$ cat config.mk
export PLATFORM = sky130hd
export DESIGN_NAME = rsa_key_gen
export DESIGN_NICKNAME = d
export VERILOG_FILES = /design/src/rtl/rsa_key_gen.sv
export SDC_FILE = /design/constraint.sdc
export NUM_CORES = 1
export LEC_CHECK = 0
export CAP_MARGIN = 40
export CORE_UTILIZATION = 45
export CTS_BUF_LIST = sky130_fd_sc_hd__clkbuf_2 sky130_fd_sc_hd__clkbuf_4 sky130_fd_sc_hd__clkbuf_8
export DETAILED_ROUTE_END_ITERATION = 10
export GPL_TIMING_DRIVEN = 0
export HOLD_SLACK_MARGIN = 0.02
export PLACE_DENSITY = 0.69
export SYNTH_ARGS = -nofsm -noshare
export SYNTH_HDL_FRONTEND = slang
export SYNTH_SLANG_ARGS = --single-unit
$ cat constraint.sdc
create_clock -name clk -period 14.3 [get_ports clk]
set_input_delay 2.145 -clock clk [delete_from_list [all_inputs] [get_ports clk]]
set_output_delay 2.145 -clock clk [all_outputs]
set_load 0.005 [all_outputs]
$ cat src/rtl/rsa_key_gen.sv
`default_nettype none
// ============================================================================
// Module   : rsa_key_gen
// Brief    : Sequential RSA private-key generator. Computes n = p*q,
//            phi = (p-1)*(q-1) and d = e^-1 mod phi with an iterative
//            extended Euclid built around one shared restoring divider.
// Revision : 1.0 - initial release
// ============================================================================
module rsa_key_gen #(
  parameter int P_W = 4,
  parameter int E_W = 9,
  parameter int N_W = 2 * P_W
) (
  input  logic           clk,
  input  logic           rst,
  input  logic           start,
  input  logic [P_W-1:0] p,
  input  logic [P_W-1:0] q,
  input  logic [E_W-1:0] e,
  output logic           busy,
  output logic           done,
  output logic           key_valid,
  output logic           key_err,
  output logic [N_W-1:0] n,
  output logic [N_W-1:0] d
);

  localparam int c_CW = (E_W > 1) ? $clog2(E_W) : 1;
  localparam logic [c_CW-1:0]  c_CNT_LOAD = c_CW'(E_W - 1);
  localparam logic [N_W+1:0]   c_T_ONE    = {{(N_W+1){1'b0}}, 1'b1};

  typedef enum logic [2:0] {
    S_IDLE   = 3'd0,
    S_SETUP  = 3'd1,
    S_REDUCE = 3'd2,
    S_CHECK  = 3'd3,
    S_DIV    = 3'd4,
    S_UPDATE = 3'd5,
    S_FINISH = 3'd6,
    S_DONE   = 3'd7
  } state_t;

  state_t r_state;
  state_t w_state_nx;

  // Captured operands and derived totient
  logic [P_W-1:0] r_p;
  logic [P_W-1:0] r_q;
  logic [E_W-1:0] r_e;
  logic [N_W-1:0] r_phi;
  logic           r_err;

  // Euclid remainders and signed Bezout coefficients
  logic [N_W-1:0]        r_r0;
  logic [N_W-1:0]        r_r1;
  logic signed [N_W+1:0] r_t0;
  logic signed [N_W+1:0] r_t1;

  // Shared restoring divider: r_dvd shifts the dividend out and the quotient in
  logic [E_W-1:0]  r_dvd;
  logic [N_W-1:0]  r_dvs;
  logic [N_W-1:0]  r_rem;
  logic [c_CW-1:0] r_cnt;

  logic [N_W-1:0]        w_phi;
  logic                  w_setup_err;
  logic [N_W:0]          w_shift;
  logic                  w_ge;
  logic [N_W-1:0]        w_rem_nx;
  logic signed [N_W+1:0] w_qt_s;
  logic signed [N_W+1:0] w_prod;

  // p or q below 2 wraps p-1/q-1, but that case is flagged as an error anyway
  assign w_phi       = N_W'(r_p - P_W'(1)) * N_W'(r_q - P_W'(1));
  assign w_setup_err = (r_p < P_W'(2)) || (r_q < P_W'(2)) || (w_phi < N_W'(2));

  // Partial remainder stays below the divisor, so N_W bits hold it after each step
  assign w_shift  = {r_rem, r_dvd[E_W-1]};
  assign w_ge     = (w_shift >= {1'b0, r_dvs});
  assign w_rem_nx = w_ge ? N_W'(w_shift - {1'b0, r_dvs}) : w_shift[N_W-1:0];

  // Quotient of r0/r1 never exceeds N_W bits; product truncation is safe as |t| <= phi
  assign w_qt_s = signed'({2'b00, r_dvd[N_W-1:0]});
  assign w_prod = w_qt_s * r_t1;

  // State register
  always_ff @(posedge clk or negedge rst) begin
    if (!rst) r_state <= S_IDLE;
    else      r_state <= w_state_nx;
  end

  // Next-state decode and status outputs
  always_comb begin
    w_state_nx = r_state;
    busy       = 1'b0;
    done       = 1'b0;
    case (r_state)
      S_IDLE:   if (start) w_state_nx = S_SETUP;
      S_SETUP:  begin
        busy       = 1'b1;
        w_state_nx = w_setup_err ? S_FINISH : S_REDUCE;
      end
      S_REDUCE: begin
        busy = 1'b1;
        if (r_cnt == '0) w_state_nx = S_CHECK;
      end
      S_CHECK:  begin
        busy       = 1'b1;
        w_state_nx = (r_r1 == '0) ? S_FINISH : S_DIV;
      end
      S_DIV:    begin
        busy = 1'b1;
        if (r_cnt == '0) w_state_nx = S_UPDATE;
      end
      S_UPDATE: begin
        busy       = 1'b1;
        w_state_nx = S_CHECK;
      end
      S_FINISH: begin
        busy       = 1'b1;
        w_state_nx = S_DONE;
      end
      S_DONE:   begin
        done       = 1'b1;
        w_state_nx = S_IDLE;
      end
      default:  w_state_nx = S_IDLE;
    endcase
  end

  // Datapath: operand capture, divider stepping, Euclid update and result latch
  always_ff @(posedge clk or negedge rst) begin
    if (!rst) begin
      r_p       <= '0;
      r_q       <= '0;
      r_e       <= '0;
      r_phi     <= '0;
      r_err     <= 1'b0;
      r_r0      <= '0;
      r_r1      <= '0;
      r_t0      <= '0;
      r_t1      <= '0;
      r_dvd     <= '0;
      r_dvs     <= '0;
      r_rem     <= '0;
      r_cnt     <= '0;
      key_valid <= 1'b0;
      key_err   <= 1'b0;
      n         <= '0;
      d         <= '0;
    end else begin
      case (r_state)
        S_IDLE: begin
          if (start) begin
            r_p       <= p;
            r_q       <= q;
            r_e       <= e;
            key_valid <= 1'b0;
            key_err   <= 1'b0;
          end
        end
        S_SETUP: begin
          r_phi <= w_phi;
          r_err <= w_setup_err;
          r_dvd <= r_e;
          r_dvs <= w_phi;
          r_rem <= '0;
          r_cnt <= c_CNT_LOAD;
        end
        S_REDUCE, S_DIV: begin
          r_dvd <= {r_dvd[E_W-2:0], w_ge};
          r_rem <= w_rem_nx;
          r_cnt <= r_cnt - c_CW'(1);
          // Final reduction step seeds the Euclid state with e mod phi
          if (r_state == S_REDUCE && r_cnt == '0) begin
            r_r0 <= r_phi;
            r_r1 <= w_rem_nx;
            r_t0 <= '0;
            r_t1 <= c_T_ONE;
          end
        end
        S_CHECK: begin
          r_dvd <= E_W'(r_r0);
          r_dvs <= r_r1;
          r_rem <= '0;
          r_cnt <= c_CNT_LOAD;
        end
        S_UPDATE: begin
          r_r0 <= r_r1;
          r_r1 <= r_rem;
          r_t0 <= r_t1;
          r_t1 <= r_t0 - w_prod;
        end
        S_FINISH: begin
          n <= N_W'(r_p) * N_W'(r_q);
          if (r_err || r_r0 != N_W'(1)) begin
            key_err <= 1'b1;
            d       <= '0;
          end else begin
            key_valid <= 1'b1;
            d         <= r_t0[N_W+1] ? (r_t0[N_W-1:0] + r_phi) : r_t0[N_W-1:0];
          end
        end
        default: ;
      endcase
    end
  end

endmodule
`default_nettype wire

; ---- Word level (Yosys, flattened, before mapping)
; Index checks and enable logic that the tools add are counted.
[totals]
ramBits = 0
rom_bits = 0
elab_cells = 93
input_bits = 20
register_bits = 112
out_inout_bits = 20
latchBits = 0
memories = 0
[classes]
n_addsub = 6
div_mod_pow = 0
n_mux = 28
eq_ne = 14
n_shift = 0
reduce_logical = 20
bitwise = 0
mul = 3
order_cmp = 4
[ops]
columns = cell, count
row1 = case mux 8 bit (2 select lines), 4
row2 = 2-to-1 mux 8 bit, 5
row3 = case mux 10 bit (2 select lines), 2
row4 = case mux 9 bit (3 select lines), 1
row5 = case mux 3 bit (8 select lines), 1
row6 = 2-to-1 mux 10 bit, 2
row7 = "== test 3 bit, second input constant", 4
row8 = 2-to-1 mux 3 bit, 4
row9 = "inequality test 2 bit, second input constant", 6
row10 = multiplier 9 x 10 -> 10 bit, 1
row11 = subtractor 10 bit, 1
row12 = "subtractor 4 x 1 -> 5 bit, second input constant", 2
row13 = greater-or-equal comparator 9 x 8 -> 1 bit, 1
row14 = AND reduction 3 bit, 3
row15 = adder 8 bit, 1
row16 = zero test 8 bit, 1
row17 = "less-than comparator 4 x 2 -> 1 bit, second input constant", 2
row18 = "less-than comparator 8 x 2 -> 1 bit, second input constant", 1
row19 = multiplier 4 x 4 -> 8 bit, 1
row20 = multiplier 5 x 5 -> 8 bit, 1
row21 = "inequality test 8 x 1 -> 1 bit, second input constant", 1
row22 = case mux 4 bit (2 select lines), 1
row23 = nonzero test 2 bit, 4
row24 = subtractor 8 bit, 1
row25 = 14 further kinds, 24

; ---- Longest topological paths before layout
[logic_depth]
depth_word = 6
mapped_depth = 21
depth_no_buf = 20

; ---- Worst setup path before layout
; Ideal clock, no wire load.
[synth_timing]
path_kind = register to register
from = register r_q[0]
to = register r_state[2]
setup_ns = 0.120
period_less_slack_ns = 4.526
path_buffers = 1
setup_slack_ns = 9.774
t_arrival_ns = 4.406
path_stages_with_launch = 18
t_required_ns = 14.180
cell_sequence = dfrtp_1 clkbuf_1 inv_1 ha_1 xnor2_1 or2_2 fa_1 fa_1 fa_1 fa_1 inv_1 a21o_1 a21oi_1 xor2_2 xnor2_2 a221oi_2 nor2b_4 o21ai_2
[synth_between]
elab_chain_len = 6
elab_cells_between_ends = 8
classes_between = add/sub: 1 / mul: 1 / order compare: 2 / mux: 2 / reduce/logical: 2
[synth_rtl]
columns = element, line
row1 = from (decl), 48  ; logic [P_W-1:0] r_q;
row2 = from (signal assigned), 156  ; r_q <= q;
row3 = subtractor 4 x 1 -> 5 bit, 74  ; assign w_phi = N_W'(r_p - P_W'(1)) * N_W'(r_q - P_W'(1));
row4 = multiplier 5 x 5 -> 8 bit, 74
row5 = less-than comparator 8 x 2 -> 1 bit, 75  ; assign w_setup_err = (r_p < P_W'(2)) || (r_q < P_W'(2)) || (w_phi < N_W'(2));
row6 = logical OR 1 bit (*), 75
row7 = 2-to-1 mux 3 bit (*), 101  ; w_state_nx = w_setup_err ? S_FINISH : S_REDUCE;
row8 = case mux 3 bit (8 select lines) (*), 97  ; case (r_state)
row9 = to (signal assigned), 89  ; else r_state <= w_state_nx;
row10 = to (decl), 43  ; state_t r_state;
; Every way passes the cells marked *; elsewhere a longest branch is shown, timed or not.
; A chain may end at the register's enable or synchronous reset.

; ---- Worst setup path after layout
; Ends and elaborated chain as after synthesis.

==> metrics.txt <==
run status=complete, no violations; endpoint kind of the worst setup timing path=register; number of rows created at floorplan=50; DR DRC count=0; worst clock skew on the final layout=0.0161 ns; via count of the routed design=6662; number of top-level pins=40; count of cells along the worst register-to-register path=17; via count of the first global-routing pass=6858; hold depth=2; register bit count reported by yosys=112; Detailed Place HPWL=15700 um; remaining number of nets flagged by the antenna check after routing=0; final setup vio count=0; H-Tree Depth=3; average instance area after synthesis=9.11 um2; number of hold violations in the final report=0; time the worst path needs with I/O delays and setup=~5.2 ns; critical setup path kind=reg -> reg; clk_lat worst skew=0.40 ns; post-synthesis sequential area ratio=32.4%; signed area change from the synthesized netlist to the final layout=10.7%; wire length per cell=16.2 um; launch point of the critical path=r_q[0]$_DFFE_PN0P_; Synth warnings=0; final standard cell utilization of the core=51.0%; DR pass1 iterations=5; TritonCTS Buffers=9; Post-synth EDFFs=0; Synth Flop Type=sky130_fd_sc_hd__dfrtp_1; weighted congestion reported at the end of routability-driven placement=around 0.87; buffers from clock root to sink, at most=2; f_max=0.193 GHz; count of cell types in the netlist=62; biggest fanout along the worst timing path=10; Maximum Capacitance Violations=0; share of the synthesized area in the top cell type=around a third; sinks on the clock net=112; final count of pins violating max slew=0; vias per cell=approximately 5.4; count leader, synth=sky130_fd_sc_hd__nand2_1; horizontal die dimension=141 um; kind of start point of the critical path=register; Post-synth ARST share=100%; worst slew slack as a fraction of its limit=59.6%; count of routing violations after the opening detailed-route iteration=335; min-delay worst type=reg -> reg; overall routed net length=20100 um; cell area after synthesis=between 0.008 and 0.009 mm2; clock transition at the registers of the reported paths=0.11 ns; capture point of the critical path=r_state[2]$_DFFE_PN0P_; Clk Tree Root Cell=sky130_fd_sc_hd__clkbuf_8; initial standard-cell utilization of the core=46.1%; fin area=0.00958 mm2; most used standard cells in the synthesized netlist=sky130_fd_sc_hd__nand2_1, sky130_fd_sc_hd__dfrtp_1, sky130_fd_sc_hd__inv_1, sky130_fd_sc_hd__ha_1, sky130_fd_sc_hd__o21ai_0; instance area at placement=0.00937 mm2; post-CTS setup buffer count=0; ranking of synthesized cells by area=sky130_fd_sc_hd__dfrtp_1, sky130_fd_sc_hd__fa_1, sky130_fd_sc_hd__ha_1, sky130_fd_sc_hd__nand2_1, sky130_fd_sc_hd__inv_1; layout cells sized above 1=6.36%; worst hold-check slack=between 0.4 and 0.5 ns; RSZ-0062 raised after global routing=false; count of hold buffers inserted by post-cts repair=0; share of the cycle needed by the critical path after routing=36.3%; Arrival @ worst endpoint=roughly 5.5 ns; count of cells resized by post-cts repair=0; Syn Nets=1092; setup slack of the most critical reg-to-reg path=just over 9 ns; overflow left after global routing=0; setup_tns=0 ns; Critical R2R Capture=r_state[2]$_DFFE_PN0P_; Die Span Y=141 um; maximum number of pins on one net before global-route repair=85; first-pass GRT wire length=around 34000 um; instance count of the mapped netlist=950; slew at the pin closest to its max-slew limit=0.607 ns; area enclosed by the die boundary=0.0198 mm2; total routing usage reported by global routing=between 20% and 30%; TritonCTS clock tree=yes; I/O Buffers=39; number of antenna violations at the first check in global routing=0; count of antenna diodes in the layout=0; start of the worst register-to-register path=r_q[0]$_DFFE_PN0P_; Core Area=0.0188 mm2; data required time at the worst endpoint=around 15 ns; Layout Nets=1143; cell accounting for the most synthesized area=sky130_fd_sc_hd__dfrtp_1
-- worst min path at each step --
stage	from	to
2_1_floorplan	r_dvs[1]$_DFFE_PN0N_	r_dvs[1]$_DFFE_PN0N_
3_3_place_gp	r_dvs[4]$_DFFE_PN0N_	r_dvs[4]$_DFFE_PN0N_
3_5_place_dp	n[5]$_DFFE_PN0P_	n[5]$_DFFE_PN0P_
4_1_cts	n[5]$_DFFE_PN0P_	n[5]$_DFFE_PN0P_
5_1_grt	r_t1[9]$_DFFE_PN0P_	r_t0[9]$_DFFE_PN0P_
6_report	n[5]$_DFFE_PN0P_	n[5]$_DFFE_PN0P_
-- cells by family (layout without fill, tap and decap cells) --
group,Yosys count,count (layout),synth area share [%]
buf+inv,148,204,7.01
flops,112,112,32.4
compound gates,183,183,12.9
fa+ha+maj,122,122,22.0
mux,35,35,4.32
simple gates,296,296,15.8
xor+xnor,54,54,5.64
-- cell type report --
type	count	area, um2
Tap cell	234	293
Buffer	49	235
Inverter	99	372
Sequential cell	112	2800
Fill cell	1774	9190
Clock buffer	11	145
Clock inverter	5	65.1
Timing Repair Buffer	40	419
Multi-Input combinational cell	690	5250
-- sequential cells by signal, indices dropped and copies added (netlist names) --
register,flops
d,8
key_err,1
key_valid,1
n,8
r_cnt,4
r_dvd,9
r_dvs,8
r_e,9
r_err,1
r_p,4
r_phi,8
r_q,4
r_r0,8
r_r1,8
r_rem,8
r_state,3
r_t0,10
r_t1,10
-- per-layer routing --
metal	global-route usage (%)	part of all wire (%)	routed length (um)
met3	2.82	3.4	688
met5	0	0	0
met4	7.32	2.5	502
met1	29.7	46	9200
met2	36.2	48	9680
-- critical path: stages (launching register included) --
cell and delay, ns:
sky130_fd_sc_hd__dfrtp_1 0.37, sky130_fd_sc_hd__clkbuf_1 0.43, sky130_fd_sc_hd__inv_1 0.20, sky130_fd_sc_hd__ha_1 0.29, sky130_fd_sc_hd__xnor2_1 0.20, sky130_fd_sc_hd__or2_2 0.34, sky130_fd_sc_hd__fa_1 0.49, sky130_fd_sc_hd__fa_1 0.53
sky130_fd_sc_hd__fa_1 0.54, sky130_fd_sc_hd__fa_1 0.48, sky130_fd_sc_hd__inv_1 0.08, sky130_fd_sc_hd__a21o_1 0.10, sky130_fd_sc_hd__a21oi_1 0.09, sky130_fd_sc_hd__xor2_2 0.17, sky130_fd_sc_hd__xnor2_2 0.19, sky130_fd_sc_hd__a221oi_2 0.32
sky130_fd_sc_hd__nor2b_4 0.24, sky130_fd_sc_hd__o21ai_2 0.06
-- stage by stage --
stage / setup WS [ns] / instances
6_report: 9.11 / 1240
4_1_cts: 9.13 / 1240
3_5_place_dp: 9.13 / 1224
3_3_place_gp: 6.61 / 1223
2_1_floorplan: 9.77 / 950
5_1_grt: 8.79 / 1240
-- cells in the final DEF, fill, tap and decap left out, types with 36 or more instances in the layout --
cell and instances:
sky130_fd_sc_hd__clkbuf_1 36, sky130_fd_sc_hd__nor2_1 61, sky130_fd_sc_hd__inv_1 98, sky130_fd_sc_hd__fa_1 50, sky130_fd_sc_hd__ha_1 72, sky130_fd_sc_hd__o21ai_0 70
sky130_fd_sc_hd__clkdlybuf4s50_1 38, sky130_fd_sc_hd__dfrtp_1 112, sky130_fd_sc_hd__nand2_1 133, sky130_fd_sc_hd__a21oi_1 38
Power is left out: the tool's default activity adds up to more than one toggle a clock period on the data nets, which glitch-free logic cannot reach.
